File: config.mk
export PLATFORM = sky130hd
export DESIGN_NAME = phys_free_list
export DESIGN_NICKNAME = d
export VERILOG_FILES = /design/src/rtl/phys_free_list.sv
export SDC_FILE = /design/constraint.sdc
export NUM_CORES = 1
export LEC_CHECK = 0
export BUFFER_PORTS_ARGS = -buffer_cell sky130_fd_sc_hd__buf_2
export CAP_MARGIN = 20
export CORE_ASPECT_RATIO = 1.4
export CORE_MARGIN = 8
export CORE_UTILIZATION = 40
export CTS_CLUSTER_SIZE = 10
export DETAILED_ROUTE_END_ITERATION = 8
export HOLD_SLACK_MARGIN = 0.06
export PLACE_DENSITY = 0.54
export REMOVE_ABC_BUFFERS = 1
export SLEW_MARGIN = 20
export SYNTH_ARGS = -nofsm -noshare
export SYNTH_HDL_FRONTEND = slang
export SYNTH_SLANG_ARGS = --single-unit
export TNS_END_PERCENT = 1
File: constraint.sdc
create_clock -name clk -period 25.3 [get_ports clk]
set_input_delay 3.795 -clock clk [delete_from_list [all_inputs] [get_ports clk]]
set_output_delay 3.795 -clock clk [all_outputs]
set_load 0.005 [all_outputs]
File: src/rtl/phys_free_list.sv
// Physical register free list for a two-wide rename stage.
// Circular FIFO of free physical tags with all-or-nothing dual allocation
// at the head and up to two retirement frees pushed at the tail.
// Newly freed tags are never bypassed to the allocation outputs.
module phys_free_list #(
  parameter int NUM_PREGS = 64,
  parameter int NUM_AREGS = 32,
  localparam int TW = $clog2(NUM_PREGS),
  localparam int CW = $clog2(NUM_PREGS + 1)
) (
  input  logic          clk,
  input  logic          reset,
  input  logic          alloc_req_a,
  input  logic          alloc_req_b,
  output logic          alloc_grant,
  output logic [TW-1:0] alloc_reg_a,
  output logic [TW-1:0] alloc_reg_b,
  input  logic          free_valid1,
  input  logic [TW-1:0] free_reg1,
  input  logic          free_valid2,
  input  logic [TW-1:0] free_reg2,
  output logic [CW-1:0] free_count,
  output logic          empty,
  output logic          overflow_err
);

  localparam int RESET_FREE = NUM_PREGS - NUM_AREGS;

  logic [TW-1:0] fifo_reg [NUM_PREGS];
  logic [TW-1:0] head_reg, head_next;
  logic [TW-1:0] tail_reg, tail_next;
  logic [CW-1:0] count_reg, count_next;
  logic          ovf_reg, ovf_next;

  logic [1:0]    n_req;
  logic [1:0]    n_alloc;
  logic [1:0]    n_push;
  logic [1:0]    n_written;
  logic          push1, push2;
  logic          wr1, wr2;
  logic          overflow_hit;
  logic [CW:0]   count_after;
  logic [TW-1:0] head_plus1;
  logic [TW-1:0] tail_slot2;

  logic [NUM_PREGS-1:0] we1_sel;
  logic [NUM_PREGS-1:0] we2_sel;

  // Pointer advance with wrap modulo NUM_PREGS (works for non-power-of-two sizes too).
  function automatic logic [TW-1:0] ptr_add(input logic [TW-1:0] ptr, input logic [1:0] n);
    int s;
    s = int'(ptr) + int'(n);
    if (s >= NUM_PREGS) s = s - NUM_PREGS;
    return TW'(s);
  endfunction

  // Grant, allocation read-out and free/overflow bookkeeping from registered state only.
  always_comb begin
    n_req        = {1'b0, alloc_req_a} + {1'b0, alloc_req_b};
    alloc_grant  = (count_reg >= CW'(n_req));
    head_plus1   = ptr_add(head_reg, 2'd1);
    alloc_reg_a  = fifo_reg[head_reg];
    // B takes the second tag only when A is also allocating this cycle.
    alloc_reg_b  = alloc_req_a ? fifo_reg[head_plus1] : fifo_reg[head_reg];

    // p0 is hard-wired to x0 and must never re-enter the pool.
    push1        = free_valid1 && (free_reg1 != '0);
    push2        = free_valid2 && (free_reg2 != '0);
    n_push       = {1'b0, push1} + {1'b0, push2};
    n_alloc      = alloc_grant ? n_req : 2'd0;

    count_after  = {1'b0, count_reg} - (CW+1)'(n_alloc) + (CW+1)'(n_push);
    overflow_hit = (count_after > (CW+1)'(NUM_PREGS));

    // On overflow both pushes are dropped; allocation is unaffected.
    wr1          = push1 && !overflow_hit;
    wr2          = push2 && !overflow_hit;
    n_written    = {1'b0, wr1} + {1'b0, wr2};
    tail_slot2   = push1 ? ptr_add(tail_reg, 2'd1) : tail_reg;

    head_next    = ptr_add(head_reg, n_alloc);
    tail_next    = ptr_add(tail_reg, n_written);
    count_next   = overflow_hit ? (count_reg - CW'(n_alloc)) : count_after[CW-1:0];
    ovf_next     = ovf_reg || overflow_hit;
  end

  // Per-entry write decode for the two tail pushes.
  for (genvar gi = 0; gi < NUM_PREGS; gi++) begin : g_wr_dec
    assign we1_sel[gi] = wr1 && (tail_reg == TW'(gi));
    assign we2_sel[gi] = wr2 && (tail_slot2 == TW'(gi));
  end

  // FIFO storage: reset loads the tags not covered by the identity mapping.
  always_ff @(posedge clk or posedge reset) begin
    if (reset) begin
      for (int i = 0; i < NUM_PREGS; i++) begin
        fifo_reg[i] <= (i < RESET_FREE) ? TW'(NUM_AREGS + i) : '0;
      end
    end else begin
      for (int i = 0; i < NUM_PREGS; i++) begin
        if (we1_sel[i]) fifo_reg[i] <= free_reg1;
        else if (we2_sel[i]) fifo_reg[i] <= free_reg2;
      end
    end
  end

  // Head/tail pointers, occupancy count and sticky overflow flag.
  always_ff @(posedge clk or posedge reset) begin
    if (reset) begin
      head_reg  <= '0;
      tail_reg  <= TW'(RESET_FREE);
      count_reg <= CW'(RESET_FREE);
      ovf_reg   <= 1'b0;
    end else begin
      head_reg  <= head_next;
      tail_reg  <= tail_next;
      count_reg <= count_next;
      ovf_reg   <= ovf_next;
    end
  end

  assign free_count   = count_reg;
  assign empty        = (count_reg == '0);
  assign overflow_err = ovf_reg;

endmodule

**After elaboration in Yosys (flattened, before gate mapping)**

Index checks and enable logic that the tools add are counted.

- Bits in registers: 404
- Word-level logic and storage cells: 563

- $add $sub $neg: 14
- $lt $le $gt $ge: 8
- Equality and inequality tests: 126
- Muxes and demuxes: 142
- Bitwise operators: 2
- Reduce and logical (&&, ||, !) cells: 203

Operator list:

| kind | count |
|---|---|
| $mux W6 | 138 |
| $eq A6 B6 Y1 const B | 64 |
| $eq A6 B5 Y1 const B | 32 |
| $logic_and A1 B1 Y1 | 132 |
| $reduce_bool A2 Y1 | 64 |
| $eq A6 B4 Y1 const B | 16 |
| $bmux W6 S6 | 2 |
| $eq A6 B3 Y1 const B | 8 |
| $ge A7 B7 Y1 const B | 6 |
| $eq A6 B2 Y1 const B | 4 |
| $sub A6 B1 Y6 const B | 4 |
| $add A6 B1 Y7 const B | 2 |
| $add A6 B2 Y7 | 2 |
| $not A6 Y7 | 2 |
| $eq A6 B1 Y1 const B | 2 |
| $logic_not A6 Y1 | 2 |
| $reduce_bool A6 Y1 | 2 |
| $add A8 B2 Y8 | 1 |
| $gt A8 B7 Y1 const B | 1 |
| $sub A7 B2 Y8 | 1 |
| $ge A7 B2 Y1 | 1 |
| $logic_not A7 Y1 | 1 |
| $mux W7 | 1 |
| $sub A7 B2 Y7 | 1 |
| 4 further kinds | 6 |

**Depth between registers and ports, before layout**

- Depth in word-level cells: 12
- Depth in mapped cells: 28
- Depth with buffers taken out: 23

**Worst setup path before layout**

No wires, ideal clock.

- Kind: input to register
- Start: input alloc_req_a
- End: register tail_reg[4]
- Setup time: 0.132 ns
- Data arrival time: 8.764 ns
- Required time: 25.168 ns
- Path slack: 16.403 ns
- Stages on the path: 27
- Path buffers: 5
- Cell sequence: ha_1 ha_1 nor2b_1 o31ai_1 a21boi_0 or2_2 clkbuf_1 nand3_1 inv_1 nor2_1 fa_1 fa_1 nor3_1 nor4_1 nor3_1 nand4bb_1 buf_4 buf_2 buf_2 a21oi_1 buf_2 nand2_1 fa_1 inv_1 ha_1 nand2_1 xnor2_1

- Longest elaborated chain between the ends: 12
- Elaborated cells between the ends (all ways): 14
- Classes of those cells: add/sub: 6; order compare: 3; mux: 2; reduce/logical: 3

Ends and longest elaborated chain:

| item | RTL line | source |
|---|---|---|
| start: declaration | 13 | `input logic alloc_req_a,` |
| $add A1 B1 Y2 (*) | 59 | `n_req = {1'b0, alloc_req_a} + {1'b0, alloc_req_b};` |
| $ge A7 B2 Y1 (*) | 60 | `alloc_grant = (count_reg >= CW'(n_req));` |
| net alloc_grant | 15 | `output logic alloc_grant,` |
| $mux W2 (*) | 70 | `n_alloc = alloc_grant ? n_req : 2'd0;` |
| $sub A7 B2 Y8 (*) | 72 | `count_after = {1'b0, count_reg} - (CW+1)'(n_alloc) + (CW+1)'(n_push);` |
| $add A8 B2 Y8 (*) | 72 |  |
| $gt A8 B7 Y1 (*) | 73 | `overflow_hit = (count_after > (CW+1)'(NUM_PREGS));` |
| $logic_not A1 Y1 (*) | 76, 77 |  |
| $logic_and A1 B1 Y1, on equally long branches | 76, 77 |  |
| $add A1 B1 Y2 (*) | 78 | `n_written = {1'b0, wr1} + {1'b0, wr2};` |
| $add A6 B2 Y7 (*) | 52 | `s = int'(ptr) + int'(n);` |
| $sub A6 B1 Y6 or $ge A7 B7 Y1 (tied branches) | 53 | `if (s >= NUM_PREGS) s = s - NUM_PREGS;` |
| $mux W6 (*) | 53 |  |
| net tail_next[4] | 31 | `logic [TW-1:0] tail_reg, tail_next;` |
| end signal: assignment | 111 | `tail_reg <= TW'(RESET_FREE);` |
| end signal: assignment | 116 | `tail_reg <= tail_next;` |
| end: declaration | 31 |  |

The timed path passes the listed nets; every way through them passes the cells marked *.
A chain may end at the register's enable or synchronous reset.

**Worst setup path after layout**

- Start: input alloc_req_a
- End: register fifo_reg[123] (netlist bit)

- Longest elaborated chain between the ends: 10
- Elaborated cells between the ends (all ways): 13
- Classes of those cells: add/sub: 3; order compare: 2; mux: 2; reduce/logical: 6

Ends and longest elaborated chain:

| item | RTL line | source |
|---|---|---|
| $add A1 B1 Y2 (*) | 59 |  |
| $ge A7 B2 Y1 | 60 |  |
| $mux W2 (*) | 70 |  |
| $sub A7 B2 Y8 (*) | 72 |  |
| $add A8 B2 Y8 (*) | 72 |  |
| $gt A8 B7 Y1 (*) | 73 |  |
| $logic_not A1 Y1 (*) | 76, 77 |  |
| $logic_and A1 B1 Y1, on equally long branches | 76, 77 |  |
| $logic_and A1 B1 Y1, on equally long branches | 89, 90 |  |
| $mux W6 or $reduce_bool A2 Y1 (tied branches) | n/a |  |
| end signal: indexed assignment | 97 | `fifo_reg[i] <= (i < RESET_FREE) ? TW'(NUM_AREGS + i) : '0;` |
| end signal: indexed assignment | 101 | `if (we1_sel[i]) fifo_reg[i] <= free_reg1;` |
| end signal: indexed assignment | 102 | `else if (we2_sel[i]) fifo_reg[i] <= free_reg2;` |
| end: declaration | 29 | `logic [TW-1:0] fifo_reg [NUM_PREGS];` |

Every way passes the cells marked *; elsewhere a longest branch is shown, timed or not.

==> out/results.txt <==
commonest non-fill, non-tap cell in the layout: dfrtp_1
largest family of logic cells by synthesized area: multiplexers
NetSw: 0.002406 W
Die ar.: 79880 sq um
R2R Path Start: free_count[1]$_DFF_PP0_
Sequential Power Share: 23.7%
most used cell, CP: buf_4
clock sink count: 404
Required @ worst endpoint: 25790 ps
first-pass GRT wire length: 180600 um
dpl hpwl: 81260 um
largest net degree at the start of global routing: 168
FMAX: 98.05 MHz
CP startpoint kind: primary input
Ports: 40
Worst-Margin Slew: 1211 ps
Post-Syn Area per Cell: 10.23 sq um
die width: 241.2 um
Finished Core Util: 43.54%
worst min-delay path class: reg -> reg
Vias: 25.59k
Max VDD drop: 0.1857 mV
Net Sw Frac: 54.27%
Port Buffer Count: 39
mux cell area share after synthesis: 23.62%
Post-Synth Simple-Gate Area: 15.18%
first drt pass iteration count: 7
Lkg Pwr: 11.60 nW
WL final: 124400 um
CP max stage cell: buf_4
clock-pin slew of the registers on the worst-case setup and hold paths: 60 ps
Rel. slew slack: 19.19%
Yosys top cell by area: dfrtp_1
synth top area cells: dfrtp_1, mux4_2, dfstp_2, a31oi_1, nand3_1
Syn. warnings: 0
post-synth cell types: 71
Compound-Gate Fraction of Synth Area: 18.13%
Layout area overhead: 7.677%
Placed Area: 29220 sq um
DR vias/cell: 7.115
Avg WL per Cell: 34.60 um
logic gate share of total power: 61.8%
Clock Tree Root: clkbuf_16
Hold Fails Final Rpt: 0
final non-filler cell total: 3597
clock power share: 14.4%
Pins Over Slew Limit: 0
R2R Setup Slk: 18200 ps
most frequent cells in the layout: dfrtp_1, nor2_1, a31oi_1, nand3_1, mux4_2
Post-CTS Setup Repair Bufs: 0
Worst EP arrival: 10690 ps
crit path kind: in -> reg
Largest register FFs: 384
H-Tree Depth: 2
Async SR Flop Fraction: 100.0%
Power Total: 0.004433 W
initial antenna violation count: 2
clock latency on the worst-skew pair: 610 ps
Post-Syn Area: 28390 sq um
Seq/Total Area, Yosys: 36.11%
# rows: 115
CORE AREA: 70220 sq um
crit-path cells: buf_2, ha_1, ha_1, nor2b_1, o31ai_1, a21boi_0, or2_2, a21oi_1, nor2_1, fa_1, fa_1, nor3_1, nor4_1, nor3_1, nand4bb_4, buf_4, nand2_8, buf_4, buf_4, o21ai_1, a221o_1
Power Internal: 0.002027 W
placed cell count: 3517
Synth Flop Type: dfrtp_1
initial core utilization: 40.43%
CTS tree: done
post_cts resized: 0
Iteration-0 DRC Markers: 3486
buffers and inverters on the worst path: 4
Final period util: 40.31%
cell count of the worst hold path: 1
PwrDens: 145.0 nW/um^2
Worst Hold Endpoint: overflow_err$_DFF_PP0_
grt ovf: 0
die height: 331.2 um
All-Layer GR Usage: 30.58%
Adder-Cell Fraction of Synth Area: 1.498%
Worst path top cell family by delay: buffers and inverters
# setup viols final: 0
HP Start: overflow_err$_DFF_PP0_
post-synthesis register bit count: 404
clk buf depth: 3
hold_buf cts: 0
outcome: completed
Post-Synthesis Cells: 2775
Num CTS Buffers: 47
setup TNS: 0 ps
critical path peak fanout: 107
share of layout cells above drive strength 1: 23.56%
R2R Path End: fifo_reg[123]$_DFFE_PP0P_
n_diodes: 0
Setup crit end kind: flop
Nets: 2680
RSZ-0062 raised after global routing: no
fin area: 30570 sq um
share of the synthesized area in the top cell type: 25.56%
drc violations: 0
Final Skew: 19.86 ps
post-route antenna net violation count: 0
number of max-cap violations: 0
Post-Synth XOR/XNOR Area: 0.8241%
Tmin final: 10200 ps
R2R cell count: 19
Post-synth EDFFs: 0
vias in the first global route: 24.89k
gpl congestion: 1.006
slowest stage delay, CP: 890 ps
[power by group through the flow]
stage	clock network (W)	logic, W	registers [W]
after floorplan	0	0.00161	0.00105
after global placement	0	0.00261	0.00105
after detailed placement	0	0.00265	0.00105
after CTS	0.000648	0.00265	0.00105
after global routing	0.000672	0.00281	0.00107
final	0.000640	0.00274	0.00105
[cell type report]
cell class | instances | area (sq um)
repair buffers | 102 | 720.7
multi-input cells | 2047 | 16990
flip-flops and latches | 404 | 10260
clock inverters | 3 | 21.27
well taps | 936 | 1171
clock buffers | 76 | 1295
fillers | 6698 | 39650
inverters | 29 | 116.4
[how the worst max path moves through the flow]
stage                           start  slack (ps)  depth (start not counted)                         to
after global routing      alloc_req_a       14710                         22  fifo_reg[120]$_DFFE_PP0P_
after floorplan           alloc_req_a       10410                         18  fifo_reg[120]$_DFFE_PP0P_
after detailed placement  alloc_req_a       14580                         22  fifo_reg[120]$_DFFE_PP0P_
after global placement    alloc_req_a       14230                         22  fifo_reg[122]$_DFFE_PP0P_
final                     alloc_req_a       15100                         21  fifo_reg[123]$_DFFE_PP0P_
after CTS                 alloc_req_a       15250                         22  fifo_reg[124]$_DFFE_PP0P_
[through the flow]
step | hold slack, ps | worst slack (ps)
final | 468.6 | 15100
after global routing | 481.0 | 14710
after CTS | 471.5 | 15250
after detailed placement | 457.4 | 14580
after global placement | 449.2 | 14230
after floorplan | 449.7 | 10410
[cell families (layout without fill, tap and decap cells)]
group / after synthesis / after routing
DFF: 404 / 404
xor gates and xnor gates: 25 / 25
muxes: 364 / 364
buffers and inverters: 324 / 210
adders and majority gates: 31 / 31
AOI/OAI and AO/OA: 694 / 694
and+or+nand+nor: 933 / 933
[worst register-to-register path, stage by stage (launching register included)]
cell       delay, ps
dfrtp_1          440
ha_1             330
nor2b_1          140
o31ai_1          180
a21boi_0         130
or2_2            370
a21oi_1          180
nor2_1            70
fa_1             430
fa_1             470
nor3_1           290
nor4_1           110
nor3_1           360
nand4bb_4        130
buf_4            300
nand2_8          580
buf_4            900
buf_4            820
o21ai_1          390
a221o_1          370
[synthesized netlist by cell type (12+ instances only)]
cell,instances
a211o_1,32
a211oi_2,14
a21oi_1,45
a221o_1,59
a22oi_1,45
a2bb2oi_1,35
a31oi_1,246
and2_1,14
and3_1,42
buf_1,25
buf_2,52
clkbuf_1,209
dfrtp_1,290
dfstp_2,114
ha_1,26
inv_1,27
mux2_2,47
mux2i_1,77
mux4_2,240
nand2_1,218
nand3_1,242
nor2_1,262
nor2b_1,12
nor3_1,78
o2111ai_1,31
o21ai_0,101
or3_1,13
xnor2_1,17
[metal layers]
layer	global-route usage, %	part of all wire (%)	up-vias
met5	0	0.0064	-
met1	38.52	36	12920
met2	46.36	46	1767
li1	-	-	10480
met3	6.424	10	430
met4	21.43	8.5	2
No activity file was read; power rests on OpenSTA's default activity.
